### src/rtl/echo_ranger_ctrl.sv
`default_nettype none
// +----------------------------------------------------------------------------+
// | echo_ranger_ctrl: ultrasonic ranger sequencer that drives TRIGGER, times   |
// | the ECHO pulse and hands results out over valid/ready.                     |
// | Optional macro: ECHO_RANGER_GLITCH_FILTER_EN (3-sample echo majority).     |
// | Revision: 1.0                                                              |
// +----------------------------------------------------------------------------+
module echo_ranger_ctrl #(
  parameter int TRIG_CYCLES    = 120,
  parameter int TIMEOUT_CYCLES = 360000,
  parameter int HOLDOFF_CYCLES = 240000,
  parameter int CNT_W          = 24
) (
  input  logic             io_mainClk,
  input  logic             io_asyncResetN,
  input  logic             io_enable,
  input  logic             io_start,
  input  logic             io_continuous,
  input  logic             io_echo,
  output logic             io_trigger,
  output logic             io_busy,
  output logic             io_result_valid,
  input  logic             io_result_ready,
  output logic [CNT_W-1:0] io_result_width,
  output logic             io_result_timeout,
  output logic             io_overrun
);

  localparam logic [CNT_W-1:0] c_trig_last = CNT_W'(TRIG_CYCLES - 1);
  localparam logic [CNT_W-1:0] c_tmo_last  = CNT_W'(TIMEOUT_CYCLES - 1);
  localparam logic [CNT_W-1:0] c_hold_last = CNT_W'(HOLDOFF_CYCLES - 1);

  typedef enum logic [2:0] {
    S_IDLE      = 3'd0,
    S_TRIG      = 3'd1,
    S_WAIT_RISE = 3'd2,
    S_MEASURE   = 3'd3,
    S_HOLDOFF   = 3'd4
  } state_t;

  state_t           r_state;
  state_t           w_state_nxt;
  logic [CNT_W-1:0] r_cnt;
  logic [CNT_W-1:0] w_cnt_nxt;
  logic [1:0]       r_sync;
  logic             r_echo_q;
  logic             w_echo_s;
  logic             w_rise;
  logic             w_pub;
  logic             w_pub_to;
  logic             w_accept;
  logic             r_trigger;
  logic             r_valid;
  logic [CNT_W-1:0] r_width;
  logic             r_timeout;
  logic             r_overrun;

`ifdef ECHO_RANGER_GLITCH_FILTER_EN
  logic [1:0] r_hist;

  always_ff @(posedge io_mainClk or negedge io_asyncResetN) begin
    if (!io_asyncResetN) r_hist <= '0;
    else                 r_hist <= {r_hist[0], r_sync[1]};
  end

  assign w_echo_s = (r_sync[1] & r_hist[0]) | (r_sync[1] & r_hist[1]) | (r_hist[0] & r_hist[1]);
`else
  assign w_echo_s = r_sync[1];
`endif

  assign w_rise   = w_echo_s & ~r_echo_q;
  assign w_accept = r_valid & io_result_ready;

  always_ff @(posedge io_mainClk or negedge io_asyncResetN) begin
    if (!io_asyncResetN) begin
      r_sync   <= '0;
      r_echo_q <= 1'b0;
    end else begin
      r_sync   <= {r_sync[0], io_echo};
      r_echo_q <= w_echo_s;
    end
  end

  always_ff @(posedge io_mainClk or negedge io_asyncResetN) begin
    if (!io_asyncResetN) begin
      r_state   <= S_IDLE;
      r_cnt     <= '0;
      r_trigger <= 1'b0;
    end else begin
      r_state   <= w_state_nxt;
      r_cnt     <= w_cnt_nxt;
      r_trigger <= (w_state_nxt == S_TRIG);
    end
  end

  always_comb begin
    w_state_nxt = r_state;
    w_cnt_nxt   = r_cnt + CNT_W'(1);
    w_pub       = 1'b0;
    w_pub_to    = 1'b0;
    case (r_state)
      S_IDLE: begin
        w_cnt_nxt = '0;
        if (io_start | io_continuous) w_state_nxt = S_TRIG;
      end
      S_TRIG: begin
        if (r_cnt == c_trig_last) begin
          w_state_nxt = S_WAIT_RISE;
          w_cnt_nxt   = '0;
        end
      end
      S_WAIT_RISE: begin
        if (w_rise) begin
          // the rise cycle itself is the first high cycle of the pulse
          w_state_nxt = S_MEASURE;
          w_cnt_nxt   = CNT_W'(1);
        end else if (r_cnt == c_tmo_last) begin
          w_state_nxt = S_HOLDOFF;
          w_cnt_nxt   = '0;
          w_pub       = 1'b1;
          w_pub_to    = 1'b1;
        end
      end
      S_MEASURE: begin
        if (!w_echo_s) begin
          w_state_nxt = S_HOLDOFF;
          w_cnt_nxt   = '0;
          w_pub       = 1'b1;
        end else if (r_cnt == c_tmo_last) begin
          w_state_nxt = S_HOLDOFF;
          w_cnt_nxt   = '0;
          w_pub       = 1'b1;
          w_pub_to    = 1'b1;
        end
      end
      S_HOLDOFF: begin
        if (r_cnt == c_hold_last) begin
          w_state_nxt = S_IDLE;
          w_cnt_nxt   = '0;
        end
      end
      default: begin
        w_state_nxt = S_IDLE;
        w_cnt_nxt   = '0;
      end
    endcase
    if (!io_enable) begin
      w_state_nxt = S_IDLE;
      w_cnt_nxt   = '0;
      w_pub       = 1'b0;
      w_pub_to    = 1'b0;
    end
  end

  always_ff @(posedge io_mainClk or negedge io_asyncResetN) begin
    if (!io_asyncResetN) begin
      r_valid   <= 1'b0;
      r_width   <= '0;
      r_timeout <= 1'b0;
      r_overrun <= 1'b0;
    end else begin
      if (w_pub) begin
        r_valid   <= 1'b1;
        r_width   <= w_pub_to ? {CNT_W{1'b1}} : r_cnt;
        r_timeout <= w_pub_to;
      end else if (w_accept) begin
        r_valid <= 1'b0;
      end
      // a publish coinciding with an accept is a clean handover, not an overrun
      if (w_pub & r_valid & ~io_result_ready) r_overrun <= 1'b1;
      else if (w_accept)                      r_overrun <= 1'b0;
    end
  end

  assign io_trigger        = r_trigger;
  assign io_busy           = (r_state != S_IDLE);
  assign io_result_valid   = r_valid;
  assign io_result_width   = r_width;
  assign io_result_timeout = r_timeout;
  assign io_overrun        = r_overrun;

endmodule
`default_nettype wire

### config.mk
export PLATFORM = sky130hd
export DESIGN_NAME = echo_ranger_ctrl
export DESIGN_NICKNAME = d
export VERILOG_FILES = /design/src/rtl/echo_ranger_ctrl.sv
export SDC_FILE = /design/constraint.sdc
export NUM_CORES = 1
export LEC_CHECK = 0
export ABC_AREA = 1
export BUFFER_PORTS_ARGS = -buffer_cell sky130_fd_sc_hd__buf_2
export CAP_MARGIN = 15
export CORE_MARGIN = 3
export CORE_UTILIZATION = 45
export CTS_CLUSTER_DIAMETER = 60
export DETAILED_ROUTE_END_ITERATION = 12
export SLEW_MARGIN = 20
export SYNTH_ARGS = -nofsm -noshare
export SYNTH_HDL_FRONTEND = slang
export SYNTH_SLANG_ARGS = --single-unit
### constraint.sdc
create_clock -name io_mainClk -period 2.1 [get_ports io_mainClk]
set_input_delay 0 -clock io_mainClk [delete_from_list [all_inputs] [get_ports io_mainClk]]
set_output_delay 0 -clock io_mainClk [all_outputs]
set_load 0.01 [all_outputs]
==> results of run 1 <==
[path summary, 6_finish.rpt]
check                      slack (ps)           start  cells after the start             endpoint
setup / recovery                  250        r_cnt[1]                      9            r_cnt[21]
hold / removal                    110       io_enable                      3           r_state[0]
setup reg to reg                  250        r_cnt[1]                      9            r_cnt[21]
hold reg to reg                   350       r_sync[0]                      0            r_sync[1]
max in group asynchronous        1280  io_asyncResetN                      3            r_cnt[15]
min in group asynchronous         210  io_asyncResetN                      2  io_result_width[19]
[kinds of logic after synthesis]
kind of cell | after synthesis | synth area share
and+or+nand+nor | 234 | 0.326
AOI/OAI and AO/OA | 26 | 0.0533
adders and majority gates | 1 | 0.00392
xor gates and xnor gates | 14 | 0.0384
DFF | 58 | 0.455
buffers and inverters | 94 | 0.124
[flip-flops by register name, indices dropped and copies added, names as in the netlist]
| register | cells |
|---|---|
| io_overrun | 1 |
| io_result_timeout | 1 |
| r_echo_q | 1 |
| r_sync | 2 |
| io_trigger | 1 |
| io_result_valid | 1 |
| io_result_width | 24 |
| r_cnt | 24 |
| r_state | 3 |
[metrics by stage]
| step | hold slack (ps) | utilization |
|---|---|---|
| 3_3_place_gp | 57.0 | 0.503 |
| 2_1_floorplan | -296 | - |
| 6_report | 112 | 0.537 |
| 5_1_grt | 132 | 0.537 |
| 4_1_cts | 99.6 | 0.536 |
| 3_5_place_dp | 63.8 | 0.503 |
[metal layers]
metal  share of wire  global-route usage
met5               0                   0
met4           0.024              0.0867
met3           0.033              0.0410
met2            0.45               0.297
met1            0.49               0.267
[power groups by stage]
stage	clock (uW)	combinational (uW)	sequential (uW)
final	993	87.8	1130
after global routing	1060	100	1130
after CTS	1010	89.5	1130
after detailed placement	0	84.8	1150
after global placement	0	83.5	1150
after floorplan	0	35.4	1150
[worst min-delay path, cell delays in order]
cell and delay (ps):
buf_2 250, nand2_1 130, inv_1 40
[cells in the mapped netlist]
master	instances	area, um2
a21boi_0	1	7.51
a21oi_1	7	35.0
buf_2	4	20.0
buf_4	4	30.0
buf_6	3	33.8
clkbuf_1	2	7.51
dfrtp_1	58	1450
ha_1	1	12.5
inv_1	79	297
inv_2	2	7.51
nand2_1	99	372
nand2_2	6	37.5
nand2_4	2	22.5
nand3_1	28	140
nand3_2	2	20.0
nand3b_1	1	7.51
nand4_1	20	125
nor2_1	65	244
nor2_2	1	6.26
nor2_4	1	11.3
nor3_1	7	35.0
nor3_2	2	20.0
o21ai_0	7	35.0
o21ai_1	1	5.00
o21ai_2	10	87.6
xnor2_1	1	8.76
xor2_1	13	114
[cell type report]
cell class	instances	area (um2)	area share
Sequential cell	58	1450	0.396
Clock buffer	14	183	0.0498
Multi-Input combinational cell	275	1350	0.369
Tap cell	96	120	0.0328
Timing Repair Buffer	42	248	0.0676
Clock inverter	1	7.51	0.00205
Inverter	81	304	0.0829
[what timing repair did]
item                                   in CTS  in global routing
buffers inserted                            0                  0
gates resized for setup                     0                  2
setup endpoints to repair                   0                 29
hold buffers                                3                  0
endpoints found under the hold margin      30                  0
==> results.md, run 1 <==
* Status: completed
* Std-Cell Rows at 30
* Post-synthesis register bit count at a little under 60
* H-Tree Depth at 3
* Setup ws final at 249 ps
* First-pass GRT wire length at roughly 13000 um
* Clock network power share at 0.449
* Cell Chain, Critical Path: ha_1 > nand3_2 > nor2_2 > nand3_1 > nand2_1 > nand3_2 > nand2_1 > buf_4 > nor2_1
* HP Class: in2reg
* Mapped Cells at approximately 430
* CTS Buffer Depth at 2
* Peak VDD IR at about 320 uV
* Vias in the first global route at between 2000 and 3000
* Tcrit/Tclk final at 0.882
* Startpoint types: flip-flop
* CP required at around 2300 ps
* Mapped Area at between 3000 and 4000 um2
* Final ANT Viol Nets at 0
* Die Footprint at slightly above 8000 um2
* RSZ-0062 raised after global routing: no
* Most frequent cells in the layout: 99 x nand2_1, 79 x inv_1, 64 x nor2_1
* CP endpoint kind: flip-flop
* Initial antenna violation count at 0
* Reg power frac at 0.512
* Tmin final at 1850 ps
* P_leak at between 0.0015 and 0.002 uW
* # diodes at 0
* PnR Total Power at roughly 2200 uW
* Dpl cell area at 3440 um2
* Overflow after GRT at 0
* DR vias at about 2800
* Final setup fails at 0
* Worst clock skew at just over 7 ps
* Slowest CP cell: dfrtp_1
* CORE AREA at 6830 um2
* Layout fillers at roughly 700
* Pre-CTS WS at approximately 150 ps
* CTS tree: built
* I/O pins at 36
* Reg clk slew, reported paths at roughly 60 ps
* Skew-Pair Late Insertion Delay at 340 ps
* CP Max Fanout at 20
* Number of remaining DRC errors at 0
* Seq/Total Area, Yosys at 0.455
* Initial Util at 0.467
* Layout overhead on the synthesized area at 14.9%
* Net load switching power at between 500 and 600 uW
* Max Fclk at between 500 and 600 MHz
* Share of post-route cells with drive strength above 1 at 0.172
* Slew Limit Fails at 0
* Setup Crit Path Kind: reg2reg
* Port bufs at 35
* Final Net Count at approximately 480
* Final Hold Vio Count at 0
* Post-route cell area at between 3000 and 4000 um2
* CP Buf/Inv Count at 1
* Synth Area per Inst at 7.48 um2
* Inserted Clock Buffers at 9
* Wire per inst at between 10 and 15 um
* Power per cell area at between 600 and 700 nW/um2
* Syn nets at 435
* Relative slew slack at 0.568
* Largest net degree at the start of global routing at 37
* Cell family with most CP delay: simple AND/OR/NAND/NOR gates
* Total Routing Usage GR at 0.195
* TNS Setup at 0 ps
* Sw Ratio at 0.229
* Largest stage delay on the critical path at ~380 ps
* Most common cell after layout, fill and taps aside: nand2_1
* Internal at roughly 1700 uW
* Least-Margin Pin Slew at ~650 ps
* 1st-iter DRT viols at around 130
* Via density at 4.85
* Max-cap viol count at 0
* Placer Congestion at around 0.93
* Number of library cell types mapped by synthesis at 27
* Hpwl dp at about 5300 um
* Combinational fraction of design power at 0.040
* Synthesis warning total at 0
* Chip height at roughly 90 um
* Clock root buffer: clkbuf_8
* Initial DRT Pass Iterations at 4
* Fin cells at approximately 570
* Clk sinks at between 50 and 60
* WP data arrival at about 2100 ps
* Die width at about 90 um
* Placed insts at around 550
* Routed wire length at approximately 7200 um
Power figures use the tool's default switching activity.
==> run 2, diff against run 1 <==
--- a/config.mk
+++ b/config.mk
@@ -12,6 +12,7 @@
 export CORE_UTILIZATION = 45
 export CTS_CLUSTER_DIAMETER = 60
 export DETAILED_ROUTE_END_ITERATION = 12
+export PLACE_DENSITY = 0.66
 export SLEW_MARGIN = 20
 export SYNTH_ARGS = -nofsm -noshare
 export SYNTH_HDL_FRONTEND = slang
==> constraint.sdc (replaced) <==
create_clock -name io_mainClk -period 1.6 [get_ports io_mainClk]
set_input_delay 0 -clock io_mainClk [delete_from_list [all_inputs] [get_ports io_mainClk]]
set_output_delay 0 -clock io_mainClk [all_outputs]
set_load 0.01 [all_outputs]
==> run 2 against run 1 <==
Compared with the run above: the run now ends with setup timing left; clock power grew 25%; setup slack lost 280 ps; final area grew 24%; sequential share of layout area shrank 7.4 points; combinational power grew 91%; die area is the same; via count grew 12%; register-to-register slack lost 280 ps.
==> results.md, run 2 (synthesis results as in run 1) <==
* Initial DRT Pass Iterations at 5 (+1)
* Overflow after GRT at 0 (unchanged)
* Final Net Count at 539 (+13%)
* Reg-to-reg slack, setup at -30 ps (-280 ps)
* Vias in the first global route at 2931 (+9.2%)
* Inserted Clock Buffers at 9 (unchanged)
* Status: finished with violations
* Worst clock skew at 9.75 ps (+2.51 ps)
* CTS Buffer Depth at 2 (unchanged)
* Startpoint types: flip-flop
* Routed wire length at 9080 um (+26%)
* Min Hold Slack at 136 ps (+23.4 ps)
* CP endpoint kind: flip-flop
* Layout overhead on the synthesized area at 42.1%
* Clock root buffer: clkbuf_8
* Final Hold Vio Count at 0 (unchanged)
* Reg clk slew, reported paths at 70 ps (about the same)
* Tcrit/Tclk final at 1.02 (+0.136)
* Via density at 4.88 (+0.54%)
* I/O pins at 36 (unchanged)
* HP Class: in2reg
* Number of remaining DRC errors at 0 (unchanged)
* Wire per inst at 14.4 um (+13%)
* Largest net degree at the start of global routing at 35 (-5.4%)
* Clk sinks at 58 (unchanged)
* Least-Margin Pin Slew at 584 ps (-64.4 ps)
* PnR Total Power at 2890 uW (+31%)
* Hold path endpoint: r_state[0]
* Most common cell after layout, fill and taps aside: nand2_1
* Most frequent cells in the layout: 72 x nand2_1, 71 x inv_1, 54 x buf_4
* Std-Cell Rows at 30 (unchanged)
* Max-cap viol count at 0 (unchanged)
* H-Tree Depth at 3 (unchanged)
* Port bufs at 35 (unchanged)
* Setup ws final at -28.7 ps (-277 ps)
* Critical hold path startpoint: io_start
* Final setup fails at 29 (+29)
* CP Max Fanout at 5 (-75%)
* RSZ-0062 raised after global routing: yes
* WP data arrival at 1870 ps (-200 ps)
* Power per cell area at 638 nW/um2 (+5.7%)
* Relative slew slack at 0.611 (+0.0429)
* Worst reg-to-reg path cell count at 10 (+1)
* Violated checks: setup timing
* Share of post-route cells with drive strength above 1 at 0.430 (+0.258)
* Layout fillers at 589 (-14%)
* Setup Crit Path Kind: reg2reg
* Pre-CTS WS at -176 ps (-321 ps)
* Chip height at 90.2 um (unchanged)
* Max Fclk at 614 MHz (+14%)
* Die Footprint at 8140 um2 (unchanged)
* # diodes at 0 (unchanged)
* CP required at 1840 ps (-480 ps)
* CTS tree: built
* Peak VDD IR at 337 uV (+4.3%)
* Final ANT Viol Nets at 0 (unchanged)
* First-pass GRT wire length at 14000 um (+11%)
* Hold depth at 7 (+4)
* 1st-iter DRT viols at 177 (+38%)
* R2r startpoint: r_cnt[9]
* Tmin final at 1630 ps (-223 ps)
* Skew-Pair Late Insertion Delay at 360 ps (+20 ps)
* CORE AREA at 6830 um2 (unchanged)
* Slew Limit Fails at 0 (unchanged)
* Placer Congestion at 0.977 (+5.1%)
* Hpwl dp at 6100 um (+15%)
* Initial Util at 0.467 (unchanged)
* DR vias at 3078 (+12%)
* Total Routing Usage GR at 0.217 (+0.0217)
* Worst R2R End: r_cnt[5]
* P_leak at 0.00222 uW (+19%)
* Die width at 90.2 um (unchanged)
* Initial antenna violation count at 0 (unchanged)
-- run 2: cell types whose count changed in the layout (fill, tap and decap cells not counted), moves of 6 or more --
| cell | change |
|---|---|
| dfrtp_1 | -8 |
| nand3_2 | +6 |
| nor2_4 | +10 |
| inv_2 | +8 |
| dfrtp_2 | +8 |
| inv_1 | -8 |
| nand2_1 | -27 |
| nor2_2 | +14 |
| buf_4 | +51 |
| nand2_2 | +26 |
| nor2_1 | -24 |
| buf_6 | +7 |
| nand3_1 | -9 |
-- run 2: area by class of cell --
cell class	instances	area, um2	area share
multi-input cells	275	1680	0.371
flip-flops and latches	58	1460	0.322
repair buffers	106	800	0.176
inverters	81	304	0.0670
clock buffers	12	155	0.0342
well taps	96	120	0.0265
clock inverters	3	15.0	0.00331
-- run 2: what timing repair did --
| item | CTS | global route |
|---|---|---|
| resized for setup | 31 | 93 |
| setup buffers | 5 | 6 |
| pin swaps | 9 | 29 |
| gates cloned | 2 | 0 |
| endpoints found under the setup margin | 48 | 55 |
| endpoints found under the hold margin | 34 | 4 |
| hold buffers | 4 | 1 |
-- run 2: through the flow --
stage               area (um2)  instances  setup TNS [ps]  utilization
detailed placement        3830        598           -2650        0.561
global placement          3830        598           -1210        0.561
CTS                       4190        624            -554        0.613
finish                    4540        631            -483        0.664
floorplan                 3190        427               0            -
global route              4540        631           -3840        0.664
-- run 2: how the worst max path moves through the flow --
stage	start	to	slack, ps	cells past startpoint
2_1_floorplan	r_cnt[1]	r_cnt[18]	40	9
3_3_place_gp	r_cnt[0]	io_result_timeout	-170	10
3_5_place_dp	r_cnt[0]	io_result_timeout	-180	10
4_1_cts	r_cnt[1]	io_result_timeout	-30	10
5_1_grt	r_cnt[23]	io_result_width[19]	-110	11
6_report	r_cnt[9]	r_cnt[5]	-30	10
-- run 2: power breakdown --
| part | total, uW | switching [uW] | internal [uW] | leakage (uW) |
|---|---|---|---|---|
| combinational | 168 | 103 | 65.2 | 0.00141 |
| sequential | 1490 | 8.22 | 1480 | 0.000726 |
| clock | 1240 | 609 | 630 | 0.0000920 |
-- run 2: worst max-delay path: stages (launching register included) --
cell     delay (ps)
dfrtp_1         410
buf_6           140
nor2_1           80
nand2_1          80
nor2_1          160
nand3_2         130
nand2_2         110
nand3_4         110
nand2_8         100
buf_8           140
nor2_2           40
-- run 2: layer usage --
metal	GRT usage	part of all wire	vias to the layer above
met5	0	0	-
met4	0.0753	0.019	0
met3	0.0636	0.057	20
met2	0.331	0.47	88
met1	0.293	0.45	1447
li1	-	-	1523
